[src/rtl/pim_indirect_addr_gen.sv]
`default_nettype none
// ============================================================================
// Module      : pim_indirect_addr_gen
// Description : Walks N elements from latched A/B/C base addresses. For each
//               element it issues read A[idx], read B[idx] and write C[idx]
//               over a valid/ready request port. It also reports busy and
//               pulses done when the walk completes.
// Revision    : 1.0 - initial release
// ============================================================================
module pim_indirect_addr_gen #(
  parameter int ADDR_W       = 32,
  parameter int CNT_W        = 16,
  parameter int STRIDE_BYTES = 32
) (
  input  logic              clk,
  input  logic              rst_x,
  input  logic [ADDR_W-1:0] i_args_reg_A,
  input  logic [ADDR_W-1:0] i_args_reg_B,
  input  logic [ADDR_W-1:0] i_args_reg_C,
  input  logic [CNT_W-1:0]  i_num_elem,
  input  logic              i_start,
  input  logic              i_PIM_dev_working,
  input  logic              i_HPC_clear,
  output logic              o_req_valid,
  input  logic              i_req_ready,
  output logic [ADDR_W-1:0] o_req_addr,
  output logic              o_req_wr,
  output logic [1:0]        o_req_sel,
  output logic [CNT_W-1:0]  o_req_idx,
  output logic              o_busy,
  output logic              o_done
);

  typedef enum logic [2:0] {
    S_IDLE = 3'd0,
    S_RD_A = 3'd1,
    S_RD_B = 3'd2,
    S_WR_C = 3'd3,
    S_DONE = 3'd4
  } state_t;

  localparam logic [ADDR_W-1:0] C_STRIDE = ADDR_W'(STRIDE_BYTES);
  localparam logic [CNT_W-1:0]  C_ONE    = CNT_W'(1);

  state_t            state_q, state_d;
  logic [ADDR_W-1:0] base_a_q, base_a_d;
  logic [ADDR_W-1:0] base_b_q, base_b_d;
  logic [ADDR_W-1:0] base_c_q, base_c_d;
  logic [CNT_W-1:0]  num_q, num_d;
  logic [CNT_W-1:0]  idx_q, idx_d;
  logic [ADDR_W-1:0] off_q, off_d;
  logic              valid_q, valid_d;
  logic [ADDR_W-1:0] addr_q, addr_d;
  logic              wr_q, wr_d;
  logic [1:0]        sel_q, sel_d;
  logic [CNT_W-1:0]  ridx_q, ridx_d;
  logic              busy_q, busy_d;
  logic              done_q, done_d;
  logic              hs;

  assign hs = valid_q & i_req_ready;

  // Next-state, latched operands and the index/offset counters; clear overrides all.
  always_comb begin
    state_d  = state_q;
    base_a_d = base_a_q;
    base_b_d = base_b_q;
    base_c_d = base_c_q;
    num_d    = num_q;
    idx_d    = idx_q;
    off_d    = off_q;
    case (state_q)
      S_IDLE: begin
        if (i_start && i_PIM_dev_working) begin
          base_a_d = i_args_reg_A;
          base_b_d = i_args_reg_B;
          base_c_d = i_args_reg_C;
          num_d    = i_num_elem;
          idx_d    = '0;
          off_d    = '0;
          state_d  = (i_num_elem == '0) ? S_DONE : S_RD_A;
        end
      end
      S_RD_A: if (hs) state_d = S_RD_B;
      S_RD_B: if (hs) state_d = S_WR_C;
      S_WR_C: begin
        if (hs) begin
          idx_d   = idx_q + C_ONE;
          off_d   = off_q + C_STRIDE;
          state_d = ((idx_q + C_ONE) == num_q) ? S_DONE : S_RD_A;
        end
      end
      S_DONE:  state_d = S_IDLE;
      default: state_d = S_IDLE;
    endcase
    if (i_HPC_clear) begin
      state_d = S_IDLE;
      idx_d   = '0;
      off_d   = '0;
    end
  end

  // Request and status outputs are decoded from the next state so they are flop-driven.
  always_comb begin
    valid_d = 1'b0;
    addr_d  = '0;
    wr_d    = 1'b0;
    sel_d   = 2'd0;
    ridx_d  = '0;
    busy_d  = (state_d != S_IDLE);
    done_d  = (state_d == S_DONE);
    case (state_d)
      S_RD_A: begin
        valid_d = 1'b1;
        addr_d  = base_a_d + off_d;
        sel_d   = 2'd0;
        ridx_d  = idx_d;
      end
      S_RD_B: begin
        valid_d = 1'b1;
        addr_d  = base_b_d + off_d;
        sel_d   = 2'd1;
        ridx_d  = idx_d;
      end
      S_WR_C: begin
        valid_d = 1'b1;
        addr_d  = base_c_d + off_d;
        wr_d    = 1'b1;
        sel_d   = 2'd2;
        ridx_d  = idx_d;
      end
      default: begin
        valid_d = 1'b0;
      end
    endcase
  end

  // State, operand and output registers with synchronous reset.
  always_ff @(posedge clk) begin
    if (rst_x) begin
      state_q  <= S_IDLE;
      base_a_q <= '0;
      base_b_q <= '0;
      base_c_q <= '0;
      num_q    <= '0;
      idx_q    <= '0;
      off_q    <= '0;
      valid_q  <= 1'b0;
      addr_q   <= '0;
      wr_q     <= 1'b0;
      sel_q    <= 2'd0;
      ridx_q   <= '0;
      busy_q   <= 1'b0;
      done_q   <= 1'b0;
    end else begin
      state_q  <= state_d;
      base_a_q <= base_a_d;
      base_b_q <= base_b_d;
      base_c_q <= base_c_d;
      num_q    <= num_d;
      idx_q    <= idx_d;
      off_q    <= off_d;
      valid_q  <= valid_d;
      addr_q   <= addr_d;
      wr_q     <= wr_d;
      sel_q    <= sel_d;
      ridx_q   <= ridx_d;
      busy_q   <= busy_d;
      done_q   <= done_d;
    end
  end

  assign o_req_valid = valid_q;
  assign o_req_addr  = addr_q;
  assign o_req_wr    = wr_q;
  assign o_req_sel   = sel_q;
  assign o_req_idx   = ridx_q;
  assign o_busy      = busy_q;
  assign o_done      = done_q;

endmodule
`default_nettype wire

[config.mk]
export PLATFORM = sky130hd
export DESIGN_NAME = pim_indirect_addr_gen
export DESIGN_NICKNAME = d
export VERILOG_FILES = /design/src/rtl/pim_indirect_addr_gen.sv
export SDC_FILE = /design/constraint.sdc
export NUM_CORES = 1
export LEC_CHECK = 0
export BUFFER_PORTS_ARGS = -buffer_cell sky130_fd_sc_hd__buf_4
export CAP_MARGIN = 20
export CORE_MARGIN = 8
export CORE_UTILIZATION = 33
export DETAILED_ROUTE_END_ITERATION = 10
export PLACE_DENSITY_LB_ADDON = 0.08
export SYNTH_ARGS = -nofsm -noshare
export SYNTH_HDL_FRONTEND = slang
export SYNTH_SLANG_ARGS = --single-unit
[constraint.sdc]
create_clock -name clk -period 5.59 [get_ports clk]
set_clock_uncertainty 0.2 [all_clocks]
set_input_delay 0.559 -clock clk [delete_from_list [all_inputs] [get_ports clk]]
set_output_delay 0.559 -clock clk [all_outputs]
set_load 0.02 [all_outputs]
==> metrics.md <==
| Metric | Value |
|---|---|
| Met1 global-route usage | `roughly 23%` |
| Post-route ant nets | `0` |
| Cell taking the most area after synthesis | `dfxtp_1` |
| Commonest cells post-synth | `dfxtp_1 (216), nand2_1 (214), a21oi_1 (162)` |
| Die H | `193.3 um` |
| Slew HR | `a little under half` |
| CP required | `between 5 and 6 ns` |
| GRT Total Usage | `17.76%` |
| RSZ-0062 raised after global routing | `yes` |
| Worst Path Arrival | `approximately 5.7 ns` |
| Initial Util | `33.23%` |
| Area Growth Syn to Fin | `32.37%` |
| Most frequent cell after synthesis | `dfxtp_1` |
| Post-DP HPWL | `25590 um` |
| Placed insts | `approximately 1900` |
| GRT Residual Overflow | `0` |
| Critical path class | `reg -> reg` |
| Non-Filler Instances | `approximately 1900` |
| Clock Tree Root | `clkbuf_16` |
| Vias/cell | `5.045` |
| CTS sink cnt | `roughly 220` |
| Met2 usage | `between 30% and 40%` |
| Cts hold-fix bufs | `0` |
| Longest Clk Path Bufs | `3` |
| Worst setup SP type | `flip-flop` |
| # rows | `between 60 and 70` |
| Die width | `between 150 and 200 um` |
| GR Layer Usage met3 | `~2.9%` |
| Slowest CP cell | `or4b_4` |
| Largest stage delay, worst path | `0.52 ns` |
| Mapped Area | `approximately 0.010 mm^2` |
| Family with the most delay on the worst path | `compound AO/OA/AOI/OAI gates` |
| Register bit total from synthesis | `216` |
| PnR Total Power | `3.586 mW` |
| Max Slew Vio Count | `0` |
| Hold path start | `i_args_reg_C[7]` |
| Final min period | `approximately 5.4 ns` |
| Max FO, Critical Path | `7` |
| R2R Path End | `o_req_addr[30]` |
| Largest net degree at the start of global routing | `84` |
| Pwr dens | `between 200 and 300 mW/mm^2` |
| I/O Buffers | `171` |
| I/O pin cnt | `approximately 170` |
| Worst reg2reg startpoint | `idx_q[1]` |
| GPL Wtd Cong | `between 0.8 and 0.9` |
| Lkg Pwr | `5.627 nW` |
| Max VDD drop | `around 0.17 mV` |
| EDFF count, synth | `0` |
| Vias | `roughly 9700` |
| Initial DRC count | `434` |
| Hold depth | `3` |
| TritonCTS Buffers | `26` |
| Cell variety after synth | `61` |
| Initial antenna violation count | `2` |
| Sequential fraction of the synthesis area | `between 40% and 50%` |
| Post-Syn Instances | `approximately 1300` |
| R2R depth | `25` |
| Final setup vio count | `0` |
| FMAX | `about 180 MHz` |
| Synth Area per Inst | `8.033 um^2` |
| Status | `complete, no violations` |
| Clock Latency Late Sink | `0.53 ns` |
| DRC Markers | `0` |
| Worst path buffer plus inverter count | `4` |
| Worst Hold Path EP | `base_c_q[7]` |
| Nets | `1660` |
| WL/cell | `17.94 um` |
| Hold Vio Cnt, Final | `0` |
| Post-synth top area share | `a little over two fifths` |
| Die ar. | `0.03738 mm^2` |
| Worst reg-to-reg setup slack | `0.15 ns` |
| H-tree Lvls | `1` |
| CTS tree | `done` |
| Share of layout cells above drive strength 1 | `24.98%` |
| Synth warn | `0` |
| Fillers | `3248` |
| Final WL | `between 30000 and 40000 um` |
| Dominant synthesized flop cell | `dfxtp_1` |
| Ys async rst share | `0%` |
| Synth Net Count | `approximately 1400` |
| Drt first pass iters | `5` |
| Top Usage Layer GRT | `met2` |
| Final worst path period share | `a little over nine tenths` |
| MaxCap Viol Count | `0` |
| Worst Max-Slew Pin Slew | `between 0.7 and 0.8 ns` |
| Number of global-route vias before repair | `just under 10000` |
| Crit path capture type | `flip-flop` |
| Core area | `~0.031 mm^2` |
| Synth area leaders | `dfxtp_1 (42%), a21oi_1 (7.8%), nand2_1 (7.7%), nor2_1 (5.0%), ha_1 (4.0%)` |
| Hold WC Path Type | `in -> reg` |
| First-pass GRT wire length | `around 55000 um` |
| Reg clk slew, reported paths | `0.06 ns` |
-- cell type report --
| cell class | count | area (um^2) | area share, % |
|---|---|---|---|
| Multi-Input combinational cell | 984 | 5977 | 43.51 |
| Sequential cell | 216 | 4333 | 31.54 |
| Timing Repair Buffer | 269 | 2068 | 15.05 |
| Clock buffer | 33 | 718.2 | 5.228 |
| Tap cell | 402 | 503.0 | 3.661 |
| Clock inverter | 8 | 92.59 | 0.6740 |
| Inverter | 11 | 41.29 | 0.3005 |
| Antenna cell | 2 | 5.005 | 0.03643 |
-- per-stage QoR --
step                      instance area, um^2  hold WS, ns  TNS, ns  utilization, %  setup slack (ns)
after floorplan                         10380       0.2329        0               -            0.3094
after global placement                  12540       0.2434  -0.5216           40.16           -0.2123
after detailed placement                12540       0.2485  -0.9697           40.16           -0.2657
after CTS                               13430      0.05227        0           42.99           0.01647
after global routing                    13740      0.06675  -0.5602           43.99           -0.1700
final                                   13740      0.07610        0           43.99            0.1536
-- what timing repair did --
| action | CTS | global route |
|---|---|---|
| resized for setup | 16 | 59 |
| buffers inserted | 0 | 9 |
| pin swaps | 0 | 36 |
| endpoints found under the setup margin | 8 | 13 |
| gates cloned | 0 | 0 |
-- worst max-delay path by stage --
stage,start,slack (ns),cells past startpoint,to
6_report,idx_q[1],0.15,25,o_req_addr[30]
5_1_grt,idx_q[1],-0.17,26,o_req_addr[29]
4_1_cts,idx_q[0],0.02,26,o_req_addr[30]
3_5_place_dp,idx_q[0],-0.27,22,o_req_addr[30]
3_3_place_gp,idx_q[0],-0.21,22,o_req_addr[30]
2_1_floorplan,idx_q[0],0.31,21,o_req_addr[30]
-- power by group --
group	total (mW)	internal [mW]	switching, mW	leakage (nW)
Sequential	1.60	1.58	0.0226	1.76
Combinational	0.357	0.158	0.199	3.47
Clock	1.62	0.985	0.639	0.400
-- worst min-delay path: cells and delay by family --
family,cells,cell delay (ns)
buffers and inverters,1,0.11
AO/OA/AOI/OAI,1,0.05
AND/OR/NAND/NOR,1,0.04
-- sequential cells by signal, summed over array words and instances (netlist names), 3 cells and up --
register / cells
state_q: 3
base_c_q: 32
base_a_q: 32
o_req_addr: 32
base_b_q: 32
o_req_idx: 16
idx_q: 16
off_q: 32
num_q: 16
-- routing by layer --
metal  part of all wire, %  routed length (um)
met3                   3.8                1317
met2                    47               16190
met1                    47               16160
met4                   2.5                 860
met5                     0                   0
-- cells in the final DEF, fill, tap and decap left out, drive strengths merged, types with 6 or more instances in the layout --
cell type  count
nand3         42
nor2         139
clkbuf        33
dfxtp        216
nor3          32
and3           6
a31oi         11
xnor2         26
nor2b         34
a221oi        34
or2            8
xor2          24
a21o          18
nor4          16
nand2        215
inv           11
o21a           9
mux2i         33
nand2b         8
a21oi        162
ha            33
and2          10
nand4         19
o21ai         48
buf          269
a311oi         6
-- logic make-up (layout without fill, tap and decap cells) --
kind of cell	Yosys count	in the layout	share of synthesized area, %
and+or+nand+nor	545	545	23.98
AOI/OAI and AO/OA	320	320	18.78
DFF	216	216	41.66
buffers and inverters	92	321	3.713
xor gates and xnor gates	50	50	4.292
muxes	35	35	3.400
adders and majority gates	34	34	4.171
other	0	2	0
Power figures use the tool's default switching activity.
